--- src/rtl/mac_operand_sequencer_if.sv ---
`default_nettype none
// ============================================================================
// Module   : mac_operand_sequencer_if
// Brief    : Operand stream (valid/ready) and result port (valid/ready)
//            of the MAC operand sequencer.
// Revision : 1.0
// ============================================================================
interface mac_operand_sequencer_if #(
    parameter int DATA_W = 16,
    parameter int ACC_W  = 32
);
    logic              op_valid;
    logic              op_ready;
    logic [DATA_W-1:0] op_a;
    logic [DATA_W-1:0] op_b;
    logic              res_valid;
    logic              res_ready;
    logic [ACC_W-1:0]  res_data;

    // slave: the sequencer (consumes operands, produces the result)
    modport slave (
        input  op_valid, op_a, op_b, res_ready,
        output op_ready, res_valid, res_data
    );

    modport master (
        output op_valid, op_a, op_b, res_ready,
        input  op_ready, res_valid, res_data
    );
endinterface
`default_nettype wire

--- src/rtl/mac_operand_sequencer.sv ---
`default_nettype none
// ============================================================================
// Module   : mac_operand_sequencer
// Brief    : Clears the MAC, streams LENGTH operand pairs into it, waits out
//            its pipeline and returns the accumulator. Optional abort port is
//            enabled by defining MAC_SEQ_ABORT_EN.
// Revision : 1.0
// ============================================================================
module mac_operand_sequencer #(
    parameter int DATA_W  = 16,
    parameter int ACC_W   = 32,
    parameter int LEN_W   = 8,
    parameter int MAC_LAT = 3
) (
    input  logic                   clk,
    input  logic                   rst_n,
    input  logic                   start,
    input  logic [LEN_W-1:0]       length,
    output logic                   busy,
`ifdef MAC_SEQ_ABORT_EN
    input  logic                   abort,
`endif
    mac_operand_sequencer_if.slave bus,
    output logic [DATA_W-1:0]      mac_in_a,
    output logic [DATA_W-1:0]      mac_in_b,
    output logic                   mac_enable,
    output logic                   mac_clear,
    input  logic [ACC_W-1:0]       mac_out
);

    localparam int c_DRAIN_W = (MAC_LAT < 1) ? 1 : $clog2(MAC_LAT + 1);
    localparam logic [c_DRAIN_W-1:0] c_DRAIN_LOAD = c_DRAIN_W'(MAC_LAT);

    typedef enum logic [2:0] {
        S_IDLE   = 3'd0,
        S_CLEAR  = 3'd1,
        S_STREAM = 3'd2,
        S_DRAIN  = 3'd3,
        S_RESULT = 3'd4
    } state_t;

    state_t                 r_state;
    state_t                 w_state_next;
    logic [LEN_W-1:0]       r_remaining;
    logic [c_DRAIN_W-1:0]   r_drain;
    logic [DATA_W-1:0]      r_mac_in_a;
    logic [DATA_W-1:0]      r_mac_in_b;
    logic                   r_mac_enable;
    logic                   r_mac_clear;
    logic                   r_res_valid;
    logic [ACC_W-1:0]       r_res_data;
    logic                   w_abort;
    logic                   w_start_cmd;
    logic                   w_xfer;

`ifdef MAC_SEQ_ABORT_EN
    assign w_abort = abort && (r_state != S_IDLE);
`else
    assign w_abort = 1'b0;
`endif

    assign w_start_cmd  = (r_state == S_IDLE) && start;
    assign bus.op_ready = (r_state == S_STREAM) && !w_abort;
    assign w_xfer       = bus.op_valid && bus.op_ready;
    assign busy         = (r_state != S_IDLE);

    always_ff @(posedge clk or negedge rst_n) begin
        if (!rst_n) begin
            r_state <= S_IDLE;
        end else begin
            r_state <= w_state_next;
        end
    end

    always_comb begin
        w_state_next = r_state;
        case (r_state)
            S_IDLE:   if (start) w_state_next = S_CLEAR;
            S_CLEAR:  w_state_next = (r_remaining != '0) ? S_STREAM : S_DRAIN;
            S_STREAM: if (w_xfer && (r_remaining == LEN_W'(1))) w_state_next = S_DRAIN;
            S_DRAIN:  if (r_drain == '0) w_state_next = S_RESULT;
            S_RESULT: if (bus.res_ready) w_state_next = S_IDLE;
            default:  w_state_next = S_IDLE;
        endcase
        if (w_abort) w_state_next = S_IDLE;
    end

    always_ff @(posedge clk or negedge rst_n) begin
        if (!rst_n) begin
            r_remaining  <= '0;
            r_drain      <= '0;
            r_mac_in_a   <= '0;
            r_mac_in_b   <= '0;
            r_mac_enable <= 1'b0;
            r_mac_clear  <= 1'b0;
            r_res_valid  <= 1'b0;
            r_res_data   <= '0;
        end else begin
            // an abort re-clears the MAC so a partial sum never leaks into the next command
            r_mac_clear  <= w_start_cmd || w_abort;
            r_mac_enable <= w_xfer;
            r_res_valid  <= (w_state_next == S_RESULT);

            if (w_xfer) begin
                r_mac_in_a <= bus.op_a;
                r_mac_in_b <= bus.op_b;
            end

            if (w_start_cmd) begin
                r_remaining <= length;
            end else if (w_xfer) begin
                r_remaining <= r_remaining - LEN_W'(1);
            end

            if ((r_state != S_DRAIN) && (w_state_next == S_DRAIN)) begin
                r_drain <= c_DRAIN_LOAD;
            end else if ((r_state == S_DRAIN) && (r_drain != '0)) begin
                r_drain <= r_drain - c_DRAIN_W'(1);
            end

            if ((r_state == S_DRAIN) && (w_state_next == S_RESULT)) begin
                r_res_data <= mac_out;
            end
        end
    end

    assign mac_in_a      = r_mac_in_a;
    assign mac_in_b      = r_mac_in_b;
    assign mac_enable    = r_mac_enable;
    assign mac_clear     = r_mac_clear;
    assign bus.res_valid = r_res_valid;
    assign bus.res_data  = r_res_data;

endmodule
`default_nettype wire

--- src/flat_wrapper.sv ---
// flat-port wrapper written by rule: the top's interface ports become plain ports
module mac_operand_sequencer_flat 
#(
    parameter int DATA_W  = 16,
    parameter int ACC_W   = 32,
    parameter int LEN_W   = 8,
    parameter int MAC_LAT = 3
)
  (clk, rst_n, start, length, busy, mac_in_a, mac_in_b, mac_enable, mac_clear, mac_out, bus_op_valid, bus_op_a, bus_op_b, bus_res_ready, bus_op_ready, bus_res_valid, bus_res_data);
  mac_operand_sequencer_if #(.DATA_W(DATA_W), .ACC_W(ACC_W)) bus_i ();
  input  logic clk;
  input  logic rst_n;
  input  logic start;
  input  logic [LEN_W-1:0] length;
  output logic busy;
  output logic [DATA_W-1:0] mac_in_a;
  output logic [DATA_W-1:0] mac_in_b;
  output logic mac_enable;
  output logic mac_clear;
  input  logic [ACC_W-1:0] mac_out;
  input wire logic [$bits(bus_i.op_valid)-1:0] bus_op_valid;
  input wire logic [$bits(bus_i.op_a)-1:0] bus_op_a;
  input wire logic [$bits(bus_i.op_b)-1:0] bus_op_b;
  input wire logic [$bits(bus_i.res_ready)-1:0] bus_res_ready;
  output wire logic [$bits(bus_i.op_ready)-1:0] bus_op_ready;
  output wire logic [$bits(bus_i.res_valid)-1:0] bus_res_valid;
  output wire logic [$bits(bus_i.res_data)-1:0] bus_res_data;
  assign bus_i.op_valid = bus_op_valid;
  assign bus_i.op_a = bus_op_a;
  assign bus_i.op_b = bus_op_b;
  assign bus_i.res_ready = bus_res_ready;
  assign bus_op_ready = bus_i.op_ready;
  assign bus_res_valid = bus_i.res_valid;
  assign bus_res_data = bus_i.res_data;
  mac_operand_sequencer #(.DATA_W(DATA_W), .ACC_W(ACC_W), .LEN_W(LEN_W), .MAC_LAT(MAC_LAT)) u_core (.clk(clk), .rst_n(rst_n), .start(start), .length(length), .busy(busy), .bus(bus_i), .mac_in_a(mac_in_a), .mac_in_b(mac_in_b), .mac_enable(mac_enable), .mac_clear(mac_clear), .mac_out(mac_out));
endmodule
--- config.mk ---
export PLATFORM = sky130hd
export DESIGN_NAME = mac_operand_sequencer_flat
export DESIGN_NICKNAME = d
export VERILOG_FILES = /design/src/rtl/mac_operand_sequencer_if.sv /design/src/rtl/mac_operand_sequencer.sv /design/src/flat_wrapper.sv
export SDC_FILE = /design/constraint.sdc
export NUM_CORES = 1
export LEC_CHECK = 0
export CAP_MARGIN = 20
export CORE_ASPECT_RATIO = 0.6
export CORE_MARGIN = 2
export CORE_UTILIZATION = 59
export DETAILED_ROUTE_END_ITERATION = 10
export DONT_BUFFER_PORTS = 1
export HOLD_SLACK_MARGIN = 0.03
export PLACE_DENSITY = 0.75
export SETUP_SLACK_MARGIN = 0.2
export SLEW_MARGIN = 40
export SYNTH_ARGS = -nofsm -noshare
export SYNTH_HDL_FRONTEND = slang
export SYNTH_SLANG_ARGS = --single-unit
export TNS_END_PERCENT = 1
--- constraint.sdc ---
create_clock -name clk -period 4.75 [get_ports clk]
set_clock_uncertainty 0.15 [all_clocks]
set_input_delay 0.2375 -clock clk [delete_from_list [all_inputs] [get_ports clk]]
set_output_delay 0.2375 -clock clk [all_outputs]
set_load 0.05 [all_outputs]
**Word level (Yosys, flattened, before mapping)**

Index checks and enable logic that the tools add are counted.

- Output and inout port bits: 69
- Flip-flop bits (word level): 80
- Input bits: 77
- Logic and storage cells: 42

- Add/sub/neg operators: 2
- Mux-type cells: 10
- Equal/unequal tests: 8
- Reduce and logical (&&, ||, !) cells: 13

Operator list:

| kind | number |
|---|---|
| $mux W8 | 2 |
| $pmux W3 S5 | 1 |
| $mux W3 | 4 |
| $eq A3 B2 Y1 const B | 3 |
| $eq A8 B1 Y1 const B | 1 |
| $reduce_bool A8 Y1 | 1 |
| $sub A8 B1 Y8 const B | 1 |
| $eq A3 B3 Y1 const B | 2 |
| $logic_and A1 B1 Y1 | 6 |
| $reduce_bool A2 Y1 | 3 |
| $mux W2 | 2 |
| $eq A3 B1 Y1 const B | 1 |
| $logic_not A3 Y1 | 1 |
| $ne A3 B2 Y1 const B | 1 |
| $reduce_bool A3 Y1 | 1 |
| $logic_not A2 Y1 | 1 |
| $sub A2 B1 Y2 const B | 1 |
| $mux W1 | 1 |

**Longest topological paths before layout**

- Word-level depth: 8
- Gate-level depth with buffers: 7

**Worst setup path before layout**

Ideal clock, no wire load.

- Path type: register to output
- Start: register u_core.r_state[0]
- End: output bus_op_ready
- Setup slack: 2.730 ns
- Stages on the path, launching flop included: 3
- Data arrival time: 1.633 ns
- Required time: 4.363 ns
- Path through: dfrtp_1 buf_6 nor3b_1

- Word-level cells in the longest chain between the ends: 1

Ends and longest elaborated chain:

| item | line | source |
|---|---|---|
| start: declaration | mac_operand_sequencer.sv:42 | `state_t r_state;` |
| start signal: assignment | mac_operand_sequencer.sv:71 | `r_state <= w_state_next;` |
| $eq A3 B2 Y1 | mac_operand_sequencer.sv:63 | `assign bus.op_ready = (r_state == S_STREAM) && !w_abort;` |
| end: declaration | flat_wrapper.sv:25 | `output wire logic [$bits(bus_i.op_ready)-1:0] bus_op_ready;` |

Every way passes these cells.

**Worst setup path in the final report**

- Start: register u_core.r_drain[0]
- End: register u_core.r_res_data[23] (netlist: u_core.bus.res_data[23])

- Word-level cells in the longest chain between the ends: 5

Ends and longest elaborated chain:

| item | line | source |
|---|---|---|
| start: declaration | mac_operand_sequencer.sv:45 | `logic [c_DRAIN_W-1:0] r_drain;` |
| start signal: assignment | mac_operand_sequencer.sv:116 | `r_drain <= c_DRAIN_LOAD;` |
| start signal: assignment | mac_operand_sequencer.sv:118 | `r_drain <= r_drain - c_DRAIN_W'(1);` |
| $logic_not A2 Y1 | mac_operand_sequencer.sv:81 | `S_DRAIN: if (r_drain == '0) w_state_next = S_RESULT;` |
| $mux W3 | mac_operand_sequencer.sv:81 |  |
| $pmux W3 S5 | mac_operand_sequencer.sv:77 | `case (r_state)` |
| $eq A3 B3 Y1 | mac_operand_sequencer.sv:121 | `if ((r_state == S_DRAIN) && (w_state_next == S_RESULT)) begin` |
| $logic_and A1 B1 Y1 | mac_operand_sequencer.sv:121 |  |
| end signal: assignment | mac_operand_sequencer.sv:122 | `r_res_data <= mac_out;` |
| end: declaration | mac_operand_sequencer.sv:51 | `logic [ACC_W-1:0] r_res_data;` |

Every way passes these cells.
A chain may end at the register's enable or synchronous reset.

==> results.yml <==
placement:
  dpl.hpwl_mm: 4.35
  place.gp.congestion: 0.880
  portBuffers: 0
  dp.cells: 278
floorplanning:
  die_y_um: 61.4
  num_io_pins: 146
  rows: 20
  fp.dieArea_sq_um: 6130
  die_w_um: 99.7
  floorplan.initialDensity_pct: 62.6
  core_area_sq_um: 5180
sta:
  setup_tns_ns: 0
  worst_pin_slew_ns: 0.849
  setup_viol: 0
  fmax_mhz: 495
  finalMaxSlewViolations: 0
  fin_crit_ns: 2.02
  fin_crit_sh_pct: 42.5
  max_slew_margin_pct: 43.2
  rsz0062_at_grt: "no"
  hold_viol_final: 0
cells_and_area:
  layout-drive-gt1-share_pct: 13.9
  insertedDiodeCount: 0
  nets: 379
  area_growth_pct: 30.5
  fin_cells: 369
detailed_routing:
  drc: 0
  drtPass1Iterations: 4
  vias: 2071
  routed_via_density: 5.61
  drt_iter0_markers: 143
  drt_wl_total_mm: 7.46
  wl_per_cell_um: 20.2
  final_antenna_net_count: 0
synth:
  synth_edf_count: 0
  yosysTopAreaCell: "dfrtp_1"
  yosys.area_share.simple_pct: 6.40
  synthCells: 222
  synth_flop_cell: "dfrtp_1"
  async_flop_share_pct: 100
  synth_compound_area_share_pct: 2.31
  synth_warnings: 0
  ys_top_cells_by_area: "dfrtp_1 62%, mux2_1 16%, mux2_2 6.2%, nand2_1 1.6%, ha_1 1.5%"
  synth.distinct_cells: 31
  synth_seq_area_share_pct: 61.7
  synthXorXnorAreaFrac_pct: 2.16
  syn_area_per_cell_sq_um: 14.6
  synth_top_family_by_area: "multiplexers"
  synth_top_area_share_pct: 61.7
  synthMuxAreaShare_pct: 22.6
  synthesis.nets: 303
  ys_seq_elements: 80
  synthAdderAreaFrac_pct: 1.54
  synth_area_sq_um: 3240
job:
  cap_violations: 0
grt:
  grt-ovfl-total: 0
  grt_use_met1_pct: 28.0
  grt_pass1_vias: 2271
  grt_antenna_before_repair: 0
  use_met3_pct: 10.8
  met2_usage_pct: 45.8
  grt_usage_pct: 25.5
  grt_max_degree: 81
  grt_pass1_wl_mm: 11.5
  top_usage_layer: "met2"
critical_path:
  worst-path-buf-inv: 2
  cp-start-kind: "flip-flop"
  crit_arrival_ns: 2.08
  crit_type: "flip-flop to flip-flop"
  cp_max_fo: 32
  reg2reg_slack_ns: 2.73
  cp_top_family: "buffers and inverters"
  cp_data_required_time_ns: 4.80
  crit_path_cell_trace: "inv_1 -> ha_1 -> and3_1 -> nand2_1 -> buf_4 -> mux2_1"
  slowest_stage: "buf_4"
  cpPeakStageDelay_ns: 0.41
  endpoint_kind: "flip-flop"
min_path:
  min_path_type: "input port to flip-flop"
cts:
  cts_tree: "yes"
  holdBufCountCts: 75
  path_clk_slew_ns: 0.08
  cts.sinks: 80
  cts_setup_buffers: 0
  cts-root-buf: "clkbuf_8"
  htreeDepth: 3
  clockBufferDepth: 2
  clk-insertion-delay-late_ns: 0.33
  post_cts_resized: 0
  cts_made_buffers: 9
outcome:
  outcome: "completed"
## stage by stage
step,utilization (%),cell area (sq um),hold slack [ns],setup WS (ns)
final,81.7,4230,0.218,2.73
after global placement,62.8,3250,-0.207,2.63
after detailed placement,62.9,3260,-0.207,2.72
after floorplan,-,3240,-0.208,2.73
after CTS,81.7,4230,0.185,2.72
after global routing,81.7,4230,0.197,2.60
## sequential cells by signal (all words and copies together), names as in the netlist
signal,cells
u_core.mac_in_a,16
u_core.mac_in_b,16
u_core.mac_enable,1
u_core.bus.res_data,32
u_core.r_remaining,8
u_core.mac_clear,1
u_core.r_state,3
u_core.r_drain,2
u_core.bus.res_valid,1
## layer usage
| layer | wire, um | vias to the layer above | part of all wire [%] |
|---|---|---|---|
| li1 | - | 920 | - |
| met1 | 2840 | 1004 | 38 |
| met2 | 3680 | 133 | 49 |
| met3 | 819 | 14 | 11 |
| met4 | 123 | 0 | 1.6 |
| met5 | 0 | - | 0 |
## synth_stat cells, types with 3 or more instances
library cell   n
dfrtp_1       80
mux2_1        47
mux2_2        18
nand2_1       14
buf_2          7
o21ai_1        7
inv_1          5
xnor2_1        5
ha_1           4
nor2_1         4
nor3_1         3
or3_1          3
xor2_1         3
## cells by family after synthesis
logic type,count (synthesis)
muxes,65
buffers and inverters,17
adders and majority gates,4
DFF,80
xor gates and xnor gates,8
AOI/OAI and AO/OA,12
and+or+nand+nor,36
## layout make-up
| class | count | area, sq um |
|---|---|---|
| Fill cell | 259 | 946 |
| Sequential cell | 80 | 2000 |
| Clock inverter | 4 | 52.6 |
| Inverter | 6 | 22.5 |
| Tap cell | 66 | 82.6 |
| Multi-Input combinational cell | 125 | 1140 |
| Clock buffer | 12 | 155 |
| Timing Repair Buffer | 76 | 776 |
## worst min-delay path, stage by stage
cell,delay [ns]
nand3b_2,0.14
nor4_4,0.07
xnor2_1,0.17
o21ai_2,0.05
## cells in the final DEF (no fill, tap or decap), types with 3 or more instances in the layout
cell type      count
dfrtp_1           80
dlygate4sd3_1     74
mux2_1            47
mux2_2            18
nand2_1           14
clkbuf_8          11
o21ai_1            7
inv_1              5
xnor2_1            5
nor2_1             4
ha_1               4
or3_1              3
nor3_1             3
xor2_1             3
clkinvlp_4         3
## path summary, 6_finish.rpt
| path | from | to | depth (start not counted) |
|---|---|---|---|
| max | u_core.r_drain[0] | u_core.bus.res_data[23] | 6 |
| min | bus_op_valid | u_core.r_remaining[7] | 4 |
| max reg2reg | u_core.r_drain[0] | u_core.bus.res_data[23] | 6 |
| min reg2reg | u_core.r_drain[1] | u_core.r_drain[1] | 2 |
| max in group asynchronous | rst_n | u_core.mac_in_b[6] | 2 |
| min in group asynchronous | rst_n | u_core.bus.res_data[10] | 2 |
Power is not shown: default switching activity piles up to over one toggle a cycle in this logic, so the estimate is an artifact.
